## config.mk

```make
export PLATFORM = sky130hd
export DESIGN_NAME = vid_in_axis_bridge
export DESIGN_NICKNAME = d
export VERILOG_FILES = /design/src/rtl/vid_in_axis_bridge.sv
export SDC_FILE = /design/constraint.sdc
export NUM_CORES = 1
export LEC_CHECK = 0
export BUFFER_PORTS_ARGS = -buffer_cell sky130_fd_sc_hd__buf_4
export CAP_MARGIN = 20
export CELL_PAD_IN_SITES_DETAIL_PLACEMENT = 1
export CELL_PAD_IN_SITES_GLOBAL_PLACEMENT = 2
export CORE_MARGIN = 2
export CORE_UTILIZATION = 48
export CTS_CLUSTER_DIAMETER = 30
export DETAILED_ROUTE_END_ITERATION = 16
export HOLD_SLACK_MARGIN = 0.08
export PLACE_DENSITY_LB_ADDON = 0.1
export RECOVER_POWER = 50
export SKIP_CTS_REPAIR_TIMING = 1
export SYNTH_ARGS = -nofsm -noshare
export SYNTH_HDL_FRONTEND = slang
export SYNTH_SLANG_ARGS = --single-unit
```

## constraint.sdc

```tcl
create_clock -name PixelClk -period 4.68 [get_ports PixelClk]
set_clock_uncertainty 0.1 [all_clocks]
set_input_delay 0.468 -clock PixelClk [delete_from_list [all_inputs] [get_ports PixelClk]]
set_output_delay 0.468 -clock PixelClk [all_outputs]
set_load 0.01 [all_outputs]
```

## src/rtl/vid_in_axis_bridge.sv

```systemverilog
// rtl/vid_in_axis_bridge.sv - parallel video capture to AXI4-Stream bridge
//
// Samples hsync/vsync/VDE/data on PixelClk, frames the pixels into an
// AXI4-Stream (tuser = start of frame, tlast = end of line) through a small
// first-word-fall-through FIFO. Line/frame faults and overflow abort the
// frame and resynchronise on the next vsync.
//
// Optional build macro: VID_IN_TPG_EN replaces pixel data with 8 colour bars.
//
// Ports:
//   PixelClk                 pixel clock (only clock)
//   vid_rstn                 synchronous active-low reset
//   vid_hsync/vid_vsync      sync inputs, active-high (hsync not needed for framing)
//   vid_VDE, vid_data        active video enable and pixel data
//   m_axis_t*                AXI4-Stream master towards the S2MM channel
//   err_overflow, err_line   sticky error flags, cleared by reset only
//   frame_cnt                completed frames, wraps
module vid_in_axis_bridge #(
    parameter int DATA_WIDTH   = 24,
    parameter int IMAGE_WIDTH  = 640,
    parameter int IMAGE_HEIGHT = 480,
    parameter int FIFO_DEPTH   = 16
) (
    input  logic                  PixelClk,
    input  logic                  vid_rstn,
    input  logic                  vid_hsync,
    input  logic                  vid_vsync,
    input  logic                  vid_VDE,
    input  logic [DATA_WIDTH-1:0] vid_data,
    output logic [DATA_WIDTH-1:0] m_axis_tdata,
    output logic                  m_axis_tvalid,
    input  logic                  m_axis_tready,
    output logic                  m_axis_tuser,
    output logic                  m_axis_tlast,
    output logic                  err_overflow,
    output logic                  err_line,
    output logic [15:0]           frame_cnt
);

    localparam int COL_W = (IMAGE_WIDTH  > 1) ? $clog2(IMAGE_WIDTH)  : 1;
    localparam int ROW_W = (IMAGE_HEIGHT > 1) ? $clog2(IMAGE_HEIGHT) : 1;
    localparam int PTR_W = $clog2(FIFO_DEPTH);
    localparam int CNT_W = PTR_W + 1;
    localparam int ENT_W = DATA_WIDTH + 2;

    localparam logic [COL_W-1:0] COL_LAST = COL_W'(IMAGE_WIDTH - 1);
    localparam logic [ROW_W-1:0] ROW_LAST = ROW_W'(IMAGE_HEIGHT - 1);
    localparam logic [CNT_W-1:0] CNT_FULL = CNT_W'(FIFO_DEPTH);

    typedef enum logic [1:0] {
        WAIT_VSYNC = 2'd0,
        WAIT_SOF   = 2'd1,
        ACTIVE     = 2'd2
    } state_t;

    state_t           state, state_nxt;
    logic [COL_W-1:0] col, col_nxt;
    logic [ROW_W-1:0] row, row_nxt;
    logic [15:0]      frame_cnt_nxt;
    logic             err_line_nxt, err_overflow_nxt;

    // ---------------- input stage S1 + edge detect ----------------
    logic                  s1_vsync, s1_vsync_d, s1_vde, s1_vde_d;
    logic [DATA_WIDTH-1:0] s1_data;
    logic                  vsync_rise, vde_fall;

    // Framing relies on VDE only; hsync is accepted for interface completeness.
    logic unused_hsync;
    assign unused_hsync = vid_hsync;

    always_ff @(posedge PixelClk) begin
        if (!vid_rstn) begin
            s1_vsync   <= 1'b0;
            s1_vsync_d <= 1'b0;
            s1_vde     <= 1'b0;
            s1_vde_d   <= 1'b0;
        end else begin
            s1_vsync   <= vid_vsync;
            s1_vsync_d <= s1_vsync;
            s1_vde     <= vid_VDE;
            s1_vde_d   <= s1_vde;
        end
    end

    assign vsync_rise = s1_vsync & ~s1_vsync_d;
    assign vde_fall   = s1_vde_d & ~s1_vde;

`ifdef VID_IN_TPG_EN
    // Colour bars indexed by the column of the pixel being pushed.
    logic        unused_data;
    logic [2:0]  tpg_bar;
    logic [23:0] tpg_rgb;

    assign unused_data = ^vid_data;

    always_comb begin
        tpg_bar = 3'((int'(col) * 8) / IMAGE_WIDTH);
        case (tpg_bar)
            3'd0:    tpg_rgb = 24'hFFFFFF;
            3'd1:    tpg_rgb = 24'hFFFF00;
            3'd2:    tpg_rgb = 24'h00FFFF;
            3'd3:    tpg_rgb = 24'h00FF00;
            3'd4:    tpg_rgb = 24'hFF00FF;
            3'd5:    tpg_rgb = 24'hFF0000;
            3'd6:    tpg_rgb = 24'h0000FF;
            default: tpg_rgb = 24'h000000;
        endcase
    end

    assign s1_data = DATA_WIDTH'(tpg_rgb);
`else
    always_ff @(posedge PixelClk) begin
        if (!vid_rstn) begin
            s1_data <= '0;
        end else begin
            s1_data <= vid_data;
        end
    end
`endif

    // ---------------- pixel FIFO (first-word-fall-through) ----------------
    logic [ENT_W-1:0] fifo_mem [FIFO_DEPTH];
    logic [ENT_W-1:0] fifo_head;
    logic [PTR_W-1:0] wr_ptr, rd_ptr;
    logic [CNT_W-1:0] fifo_cnt;
    logic             fifo_valid, pop, push_req, push_ok;
    logic             push_tuser, push_tlast;

    assign fifo_valid = (fifo_cnt != '0);
    assign pop        = fifo_valid & m_axis_tready;
    // A full FIFO still accepts when the head leaves in the same cycle.
    assign push_ok    = push_req & ((fifo_cnt != CNT_FULL) | pop);

    always_ff @(posedge PixelClk) begin
        if (!vid_rstn) begin
            wr_ptr   <= '0;
            rd_ptr   <= '0;
            fifo_cnt <= '0;
        end else begin
            if (push_ok) begin
                wr_ptr <= wr_ptr + 1'b1;
            end
            if (pop) begin
                rd_ptr <= rd_ptr + 1'b1;
            end
            case ({push_ok, pop})
                2'b10:   fifo_cnt <= fifo_cnt + 1'b1;
                2'b01:   fifo_cnt <= fifo_cnt - 1'b1;
                default: fifo_cnt <= fifo_cnt;
            endcase
        end
    end

    always_ff @(posedge PixelClk) begin
        if (push_ok) begin
            fifo_mem[wr_ptr] <= {push_tuser, push_tlast, s1_data};
        end
    end

    // Outputs are forced to zero while empty so reset presents all-zero outputs.
    assign fifo_head     = fifo_mem[rd_ptr];
    assign m_axis_tvalid = fifo_valid;
    assign m_axis_tdata  = fifo_valid ? fifo_head[DATA_WIDTH-1:0] : '0;
    assign m_axis_tuser  = fifo_valid & fifo_head[ENT_W-1];
    assign m_axis_tlast  = fifo_valid & fifo_head[ENT_W-2];

    // ---------------- framing FSM ----------------
    always_ff @(posedge PixelClk) begin
        if (!vid_rstn) begin
            state        <= WAIT_VSYNC;
            col          <= '0;
            row          <= '0;
            frame_cnt    <= '0;
            err_line     <= 1'b0;
            err_overflow <= 1'b0;
        end else begin
            state        <= state_nxt;
            col          <= col_nxt;
            row          <= row_nxt;
            frame_cnt    <= frame_cnt_nxt;
            err_line     <= err_line_nxt;
            err_overflow <= err_overflow_nxt;
        end
    end

    always_comb begin
        logic pix_take;
        state_nxt        = state;
        col_nxt          = col;
        row_nxt          = row;
        frame_cnt_nxt    = frame_cnt;
        err_line_nxt     = err_line;
        err_overflow_nxt = err_overflow;
        push_req         = 1'b0;
        push_tuser       = 1'b0;
        push_tlast       = (col == COL_LAST);
        pix_take         = 1'b0;

        case (state)
            WAIT_VSYNC: begin
                if (vsync_rise) begin
                    state_nxt = WAIT_SOF;
                    col_nxt   = '0;
                    row_nxt   = '0;
                end
            end
            WAIT_SOF: begin
                if (s1_vde) begin
                    push_req   = 1'b1;
                    push_tuser = 1'b1;
                    pix_take   = 1'b1;
                end
            end
            ACTIVE: begin
                if (vsync_rise) begin
                    // Short frame: restart immediately on this new frame.
                    err_line_nxt = 1'b1;
                    state_nxt    = WAIT_SOF;
                    col_nxt      = '0;
                    row_nxt      = '0;
                end else if (vde_fall && col != '0) begin
                    err_line_nxt = 1'b1;
                    state_nxt    = WAIT_VSYNC;
                end else if (s1_vde && s1_vde_d && col == '0) begin
                    // VDE run continued past a completed line.
                    err_line_nxt = 1'b1;
                    state_nxt    = WAIT_VSYNC;
                end else if (s1_vde) begin
                    push_req = 1'b1;
                    pix_take = 1'b1;
                end
            end
            default: begin
                state_nxt = WAIT_VSYNC;
            end
        endcase

        if (pix_take) begin
            if (!push_ok) begin
                err_overflow_nxt = 1'b1;
                state_nxt        = WAIT_VSYNC;
            end else begin
                state_nxt = ACTIVE;
                if (col == COL_LAST) begin
                    col_nxt = '0;
                    if (row == ROW_LAST) begin
                        row_nxt       = '0;
                        state_nxt     = WAIT_VSYNC;
                        frame_cnt_nxt = frame_cnt + 16'd1;
                    end else begin
                        row_nxt = row + 1'b1;
                    end
                end else begin
                    col_nxt = col + 1'b1;
                end
            end
        end
    end

endmodule

```

==> results.md, run 1 <==
- When the netlist entered floorplanning its net count stood at 1,074.
- The first routing iteration left 837 violations.
- Entering global routing, the biggest net connects 105 pins.
- The endpoint type of the worst setup path is a flop.
- The gate count after technology mapping is 1,030.
- The clock sink total is 500.
- The die is 205 um wide.
- STA classifies the critical path startpoint as a flop.
- The final critical-path required period is 3660 ps.
- The HPWL after detailed placement is 23,800 um.
- After routing, the total negative slack on setup checks comes to 0 ps.
- The later pin in the worst-skew pair is clocked with a latency of 630 ps.
- The number of global-route vias before repair came to 11,426.
- The static leakage power is 0.00857 uW.
- The post-layout net count is 1,269.
- Setup repair after global routing left no endpoint under its margin.
- The starting utilization of the core area is 48.8%.
- The detail route stage leaves a number of antenna-violating nets equal to 0.
- The commonest cells after synthesis are sky130_fd_sc_hd__edfxtp_1 (416), sky130_fd_sc_hd__mux4_2 (130), sky130_fd_sc_hd__dfxtp_1 (84), sky130_fd_sc_hd__nor2_1 (66), sky130_fd_sc_hd__nor2b_1 (31).
- The repair_antennas step left the layout with diodes totalling 0.
- Buffers placed on the I/O ports in this run total 73.
- The flow ran to the end, but the final reports show violations.
- The vertical die dimension is 205 um.
- The floorplan row count is 73.
- The deepest clock path buffer count is 3.
- TritonCTS built the clock tree.
- Max-cap violations in this run came to 2.
- The ratio of total power to cell area is 591 nW/um2.
- The area added between synthesis and finish is 28.4%.
- The post-detailed-placement cell area is 20,900 um2.
- The synthesized area per cell is 18.9 um2.
- The number of buffers created by CTS is 108.
- The final max-slew violation count is 88.
- Yosys mapped a number of flops with a built-in enable equal to 416.
- After detailed routing, the average wire length per cell comes to 24.8 um.
- The dominant cell by count in the synthesized netlist is sky130_fd_sc_hd__edfxtp_1.
- STA puts the critical path data arrival time at 3830 ps.
- Along the worst path, the maximum fanout reaches 21.
- The netlist uses 58 different library cells.
- The worst voltage drop across the vdd grid is 0.538 mV.
- The share of the clock period used by the worst path after layout is 78.2%.
- The biggest area contributor in the post-synthesis netlist is sky130_fd_sc_hd__edfxtp_1.
- The area share of the leading cell type in the synthesized netlist is 64.2%.
- The fraction of layout instances using a drive strength above 1 is 31.9%.
- The die area is 42,100 um2.
- The path class of the tightest hold or removal check is input port to flop.
- The final count of negative-setup-slack endpoints is 0.
- The routed design has 45,800 um of wire.
- The number of antenna violations at the first check in global routing is 1.
- The fraction of synthesis flops using an asynchronous set or reset pin is 0%.
- After synthesis the netlist holds a flip-flop and latch count of 500.
- The cell area that synthesis handed to floorplanning was 19,400 um2.
- The final reports fail on capacitance limit, slew limit.
- The max-slew headroom at the worst pin is -52.2%.
- Using the TritonRoute via totals, the vias-per-cell ratio works out to 5.62.
- The root buffer cell is sky130_fd_sc_hd__clkbuf_16.
- The global-route wire length before repair is 70,100 um.
- The most used flip-flop cell after synthesis is sky130_fd_sc_hd__edfxtp_1.
- The placer congestion estimate is 0.732.
- By area the synthesized netlist is led by sky130_fd_sc_hd__edfxtp_1 (64%), sky130_fd_sc_hd__mux4_2 (15%), sky130_fd_sc_hd__dfxtp_1 (8.6%).
- The required time of the worst setup path is 4850 ps.
- The residual DRC count is 0.
- The count of synthesis-stage warnings from yosys is 0.
- Summing over every cut layer, the via total after detailed routing is 10,365.
- Derived from the worst setup path, the maximum achievable clock frequency is 273 MHz.
- The slew at the pin with the worst max-slew slack is 2280 ps.
- Global routing used 22.7% of the available tracks.
- Before antenna repair, the detailed router went through 5 iterations.
- The overflow left after global routing is 0.
- The clock transition at the registers of the reported paths is 40 ps.
- The deepest level of the CTS H-tree is 3.
- The area of the placeable core is 39,800 um2.
- The number of I/O pins is 75.
- Power comes to 14,700 uW.
- The count of endpoints failing hold in the final timing report came to 0.
- The critical setup path kind is flop to flop.
- Once layout is done, the placed cells without fillers occupy 25,000 um2.
- The share of synthesized area occupied by flip-flops and latches is 72.9%.
-- where the power goes --
part           total, uW  switching, uW  internal [uW]
clock               8100           2400           5700
sequential          4960           93.0           4870
combinational       1680            808            873
total              14700           3300          11400
-- cell usage in the layout (no fill, tap or decap), types with 4 or more instances in the layout --
master	Yosys	routed
sky130_fd_sc_hd__a21oi_1	25	25
sky130_fd_sc_hd__and2_0	0	19
sky130_fd_sc_hd__and2_1	30	11
sky130_fd_sc_hd__and3_1	11	11
sky130_fd_sc_hd__buf_12	1	4
sky130_fd_sc_hd__buf_4	0	81
sky130_fd_sc_hd__bufinv_16	0	25
sky130_fd_sc_hd__clkbuf_1	28	33
sky130_fd_sc_hd__clkbuf_16	0	112
sky130_fd_sc_hd__clkinv_1	1	20
sky130_fd_sc_hd__clkinv_2	0	15
sky130_fd_sc_hd__clkinvlp_4	0	9
sky130_fd_sc_hd__dfxtp_1	84	80
sky130_fd_sc_hd__dlygate4sd3_1	0	26
sky130_fd_sc_hd__edfxtp_1	416	416
sky130_fd_sc_hd__ha_1	14	14
sky130_fd_sc_hd__inv_1	12	12
sky130_fd_sc_hd__inv_6	0	4
sky130_fd_sc_hd__mux4_2	130	130
sky130_fd_sc_hd__nand2_1	27	27
sky130_fd_sc_hd__nand2b_1	4	4
sky130_fd_sc_hd__nand3_1	13	13
sky130_fd_sc_hd__nand3b_1	6	6
sky130_fd_sc_hd__nand4_1	10	10
sky130_fd_sc_hd__nor2_1	66	54
sky130_fd_sc_hd__nor2_4	0	12
sky130_fd_sc_hd__nor2b_1	31	31
sky130_fd_sc_hd__nor3_1	8	5
sky130_fd_sc_hd__nor3_2	0	4
sky130_fd_sc_hd__nor4_1	10	10
sky130_fd_sc_hd__o21ai_0	17	17
sky130_fd_sc_hd__xnor2_1	15	15
sky130_fd_sc_hd__xor2_1	10	10
-- metrics by stage --
| stage | utilization (%) | instances | setup WS, ps | hold slack [ps] |
|---|---|---|---|---|
| final | 62.7 | 1843 | 1020 | 209 |
| after global routing | 62.7 | 1843 | 676 | 241 |
| after CTS | 62.3 | 1817 | 1050 | -72.5 |
| after detailed placement | 52.4 | 1614 | 1440 | 367 |
| after global placement | 52.4 | 1613 | 1510 | 361 |
| after floorplan | - | 1030 | 586 | 336 |
-- critical path, stage by stage, from the launching register on --
cell and delay [ps]:
sky130_fd_sc_hd__dfxtp_1 330, sky130_fd_sc_hd__inv_1 100, sky130_fd_sc_hd__ha_1 290, sky130_fd_sc_hd__o211ai_1 160, sky130_fd_sc_hd__or2_1 260, sky130_fd_sc_hd__nor3_1 590, sky130_fd_sc_hd__nand2_1 380, sky130_fd_sc_hd__nor2_1 630
sky130_fd_sc_hd__buf_4 470
-- routing by layer --
| layer | GRT usage, % | part of all wire [%] | up-vias |
|---|---|---|---|
| met2 | 37.3 | 51 | 315 |
| met1 | 30.4 | 41 | 5400 |
| met4 | 8.14 | 2.4 | 0 |
| li1 | - | - | 4561 |
| met3 | 4.75 | 5.4 | 89 |
| met5 | 0 | 0 | - |
-- flip-flops by register name, indices dropped and copies added (netlist names), named ones only --
signal,cells
s1_vde_d,1
col,10
s1_vde,1
rd_ptr,4
fifo_mem,416
fifo_cnt,5
err_line,1
state,2
row,9
s1_vsync_d,1
s1_data,24
frame_cnt,16
err_overflow,1
wr_ptr,4
s1_vsync,1
-- final cells by class --
type | instances | area (um2)
inverter | 13 | 48.8
multi-input combinational | 471 | 5120
clock buffer | 125 | 2850
tap | 525 | 657
sequential | 500 | 14200
timing repair buffer | 131 | 1020
clock inverter | 78 | 1070
fill | 3447 | 14900
-- cell families (layout without fill, tap and decap cells) --
group	after synthesis	after routing	share of synthesized area, %
DFF	500	500	72.9
xor gates and xnor gates	25	25	1.13
buffers and inverters	59	347	1.29
AOI/OAI and AO/OA	63	63	1.95
adders and majority gates	14	14	0.901
muxes	134	134	15.3
and+or+nand+nor	235	235	6.58
-- final timing paths --
check                     start          endpoint  slack, ps  cells past startpoint
setup / recovery       state[1]  fifo_mem[14][14]       1020                      8
setup reg to reg       state[1]  fifo_mem[14][14]       1020                      8
hold / removal    m_axis_tready      err_overflow        210                      4
hold reg to reg    err_overflow      err_overflow        370                      2
No activity file was read; power rests on OpenSTA's default activity.
==> inputs of run 2 (changes only) <==
ABC_AREA = 1   (was unset)
CORE_UTILIZATION = 38   (was 48)
clock period = 3.3 ns   (was 4.68 ns; I/O delays follow)
==> run 2 against run 1 <==
The run still ends with capacitance limit, slew limit left. Sequential share of layout area shrank 2.5 points. Critical path depth fell by 1. Via count is 34% higher. Combinational power is 120% higher.
==> results.md, run 2 <==
- The final count of negative-setup-slack endpoints is 0 (unchanged).
- The placer congestion estimate is 0.737 (+0.74%).
- The global-route wire length before repair is 87,600 um (+25%).
- The final critical-path required period is 3080 ps.
- On the critical path the largest part of the delay comes from buffers and inverters.
- The final max-slew violation count is 25 (-72%).
- The ratio of total power to cell area is 853 nW/um2 (+44%).
- The pin count of the biggest net entering global routing came to 85 (-19%).
- The summed area of non-filler cells in the final layout is 26,100 um2 (+4.6%).
- The power spent charging and discharging nets is 6070 uW (+84%).
- The worst hold path belongs to the class input port to flop.
- The count of maximum capacitance violations was 1 (-1).
- The area of the placeable core is 51,500 um2 (+29%).
- The static leakage power was 0.00930 uW (+8.5%).
- The tree is rooted in a sky130_fd_sc_hd__clkbuf_16.
- The most frequent standard cell in the layout excluding fill and tap cells is sky130_fd_sc_hd__edfxtp_1.
- The synthesized net count was 1,703 (+59%).
- TritonCTS built the clock tree.
- The dominant cell by count in the synthesized netlist is sky130_fd_sc_hd__edfxtp_1.
- The cell type of the slowest stage on the worst timing path is sky130_fd_sc_hd__dfxtp_4.
- The fraction of synthesis flops using an asynchronous set or reset pin is 0% (unchanged).
- The startpoint type of the worst setup path is a flop.
- The endpoint type of the worst setup path is a primary output.
- The count of endpoints failing hold in the final timing report is 0 (unchanged).
- The met2 layer usage reported by global route is 37.5% (+0.26 points).
- The global-route total usage across every layer was 21.7% (-1.1 points).
- The starting utilization of the core area is 38.6% (-10 points).
- By area the synthesized netlist is led by sky130_fd_sc_hd__edfxtp_1 (63%), sky130_fd_sc_hd__dfxtp_1 (8.5%), sky130_fd_sc_hd__o21ai_0 (6.0%).
- The count of distinct cell types in the synthesized netlist was 43 (-26%).
- The largest registers in the layout are fifo_mem (416), s1_data (24), frame_cnt (16).
- The most used flip-flop cell after synthesis is sky130_fd_sc_hd__edfxtp_1.
- The share of the clock period used by the worst path after layout is 93.4%.
- The sum of negative setup slack is 0 ps (unchanged).
- The data arrival time at the worst-slack endpoint came to 2650 ps (-1180 ps).
- The flow ran to the end, but the final reports show violations.
- The post-layout net count is 1,898 (+50%).
- The clock network latency to the later pin of the worst-skew pair is 640 ps (about the same).
- The gate count after technology mapping is 1,659 (+61%).
- The clock sink total came to 500 (unchanged).
- The count of buffers from port buffering is 73 (unchanged).
- The number of antenna violations at the first check in global routing is 0 (-1).
- The remaining antenna violation count is 0 (unchanged).
- The overflow left after global routing is 0 (unchanged).
- The biggest area consumer among synthesized cells is sky130_fd_sc_hd__edfxtp_1.
- The clock network fraction of design power came to 51.4% (-3.6 points).
- The area share of the leading cell type in the synthesized netlist is 62.8% (-1.4 points).
- The residual DRC count is 0 (unchanged).
- Ranked by instance count, the synthesized netlist is headed by sky130_fd_sc_hd__edfxtp_1 (416), sky130_fd_sc_hd__nor2_1 (280), sky130_fd_sc_hd__o21ai_0 (238), sky130_fd_sc_hd__nand2_1 (107), sky130_fd_sc_hd__inv_1 (97).
- The starting DRC count in detailed routing was 774 (-7.5%).
- The number of buffers created by CTS is 112 (+3.7%).
- The setup slack of the critical path after layout is 217 ps (-805 ps).
- The filler cell count in the final layout is 5,283 (+53%).
- In the layout the commonest cells are sky130_fd_sc_hd__edfxtp_1 (416), sky130_fd_sc_hd__nor2_1 (265), sky130_fd_sc_hd__o21ai_0 (238).
- The die area is 54,200 um2 (+29%).
- The register bit count reported by yosys is 500 (unchanged).
- The floorplan row count is 83 (+14%).
- The post-detailed-placement cell area is 21,700 um2 (+3.9%).
- The share of synthesized area occupied by flip-flops and latches is 71.3% (-1.6 points).
- The register ranked first by flip-flop count is fifo_mem.
- Setup repair after global routing left no endpoint under its margin.
- The sequential standard cell area was 14,200 um2 (about the same).
- The number of global-route vias before repair came to 14,643 (+28%).
- The via total after detailed routing is 13,931 (+34%).
- The count of synthesis-stage warnings from yosys came to 0 (unchanged).
- The final reports fail on capacitance limit, slew limit.
- The max-slew headroom at the worst pin is -17.7% (+35 points).
- The internal portion of total power is 16,200 uW (+42%).
- The signal on the critical path passes through inv_8 -> buf_6 -> o21ai_0 -> o221ai_1 -> nand3_1 -> a21oi_1 -> buf_4.
- The clock transition at the registers of the reported paths was 40 ps (about the same).
- The share of total power in combinational logic is 16.7% (+5.3 points).
- The worst voltage drop across the vdd grid came to 0.464 mV (-14%).
- The final design utilization was 50.7% (-12 points).
- The number of I/O pins is 75 (unchanged).
- The stage delay of the slowest cell on the critical path was 410 ps (-220 ps).
- The routed length per instance is 22.2 um (-11%).
- The number of iterations in the first detailed-routing pass is 4 (-1).
- The highest achievable clock rate is 324 MHz.
- The met1 usage in global routing is 27.0% (-3.3 points).
- The per-cell via count in the routed design is 5.29 (-6.0%).
- The multi-input combinational cell area is 5050 um2 (-1.4%).
- The count of flip-flops with a built-in enable after synthesis is 416 (unchanged).
- The fraction of power spent switching nets is 27.3% (+4.9 points).
- The busiest metal layer after global routing is met2.
- The synthesized area per cell is 12.0 um2 (-37%).
- The area added between synthesis and finish is 31.2%.
- The number of flip-flops under the largest register name is 416 (unchanged).
- The die extent in x came to 233 um (+13%).
- The startpoint identified for the worst register-to-register timing path is col[0].
- The hold path startpoint is vid_data[0].
- The slew at the pin with the worst max-slew slack is 1770 ps (-518 ps).
- The critical setup path kind is flop to primary output.
- The met3 track demand over resource in global routing is 3.93% (-0.82 points).
- The number of buffer and inverter stages on the critical path is 3 (+1).
- The required time of the worst setup path is 2870 ps (-1980 ps).
- The diode insertion count for antenna repair is 0 (unchanged).
- The netlist area before placement was 19,900 um2 (+2.3%).
- The fraction of layout instances using a drive strength above 1 is 18.1% (-14 points).
- The worst-case hold slack is 321 ps (+111 ps).
- The total wire length is 58,500 um (+28%).
- The sequential share of power was 31.9% (-1.7 points).
- The worst slack at placement is 546 ps (-898 ps).
- The deepest clock path buffer count was 3 (unchanged).
- The maximum fanout along the worst path is 43 (+100%).
- The deepest level of the CTS H-tree came to 3 (unchanged).
- The HPWL after detailed placement is 31,400 um (+32%).
- The vertical die dimension is 233 um (+13%).
## run 2: cell types whose count changed after synthesis, moves of 58 or more
cell | previous run | this run
sky130_fd_sc_hd__mux4_2 | 130 | 0
sky130_fd_sc_hd__o21ai_0 | 17 | 238
sky130_fd_sc_hd__nor2_1 | 66 | 280
sky130_fd_sc_hd__o221ai_1 | 0 | 81
sky130_fd_sc_hd__inv_1 | 12 | 97
sky130_fd_sc_hd__nand3_1 | 13 | 71
sky130_fd_sc_hd__nand2_1 | 27 | 107
## run 2: metrics by stage
stage                     instances  power [uW]
after CTS                      2587       22300
after detailed placement       2373       10800
after global routing           2634       23200
after global placement         2373       10700
final                          2634       22300
after floorplan                1659        9200
## run 2: cell families after synthesis
group | after synthesis | share of synthesized area, %
AO/OA/AOI/OAI | 432 | 12.9
XOR/XNOR | 9 | 0.396
adder cells (fa/ha/maj) | 14 | 0.881
buffers and inverters | 203 | 3.94
flip-flops | 500 | 71.3
AND/OR/NAND/NOR | 501 | 10.6
## run 2: final timing paths
kind,to,slack (ps),cells past startpoint
setup / recovery,m_axis_tdata[3],220,7
hold reg to reg,s1_vsync_d,320,2
hold / removal,s1_data[0],320,4
setup reg to reg,frame_cnt[10],370,12
## run 2: power groups by stage
stage / Clock [uW] / Combinational, uW / Sequential [uW]
6_report: 11400 / 3720 / 7110
2_1_floorplan: 0 / 2090 / 7100
4_1_cts: 11600 / 3580 / 7130
5_1_grt: 11900 / 4120 / 7130
3_5_place_dp: 0 / 3550 / 7240
3_3_place_gp: 0 / 3500 / 7230
## run 2: tightest hold or removal path: stages
cell and delay [ps]:
sky130_fd_sc_hd__dlygate4sd3_1 520, sky130_fd_sc_hd__buf_4 100, sky130_fd_sc_hd__nand2_1 40, sky130_fd_sc_hd__inv_1 40
## run 2: cell type report
| cell class | count | share of cell area [%] |
|---|---|---|
| Sequential cell | 500 | 54.3 |
| Timing Repair Buffer | 176 | 6.22 |
| Tap cell | 680 | 3.26 |
| Clock inverter | 79 | 3.80 |
| Clock buffer | 135 | 11.4 |
| Inverter | 108 | 1.60 |
| Multi-Input combinational cell | 956 | 19.3 |
## run 2: layer usage
metal / wire length (um) / part of all wire, %
met5: 0 / 0
met1: 25500 / 44
met2: 29100 / 50
met4: 1630 / 2.8
met3: 2240 / 3.8
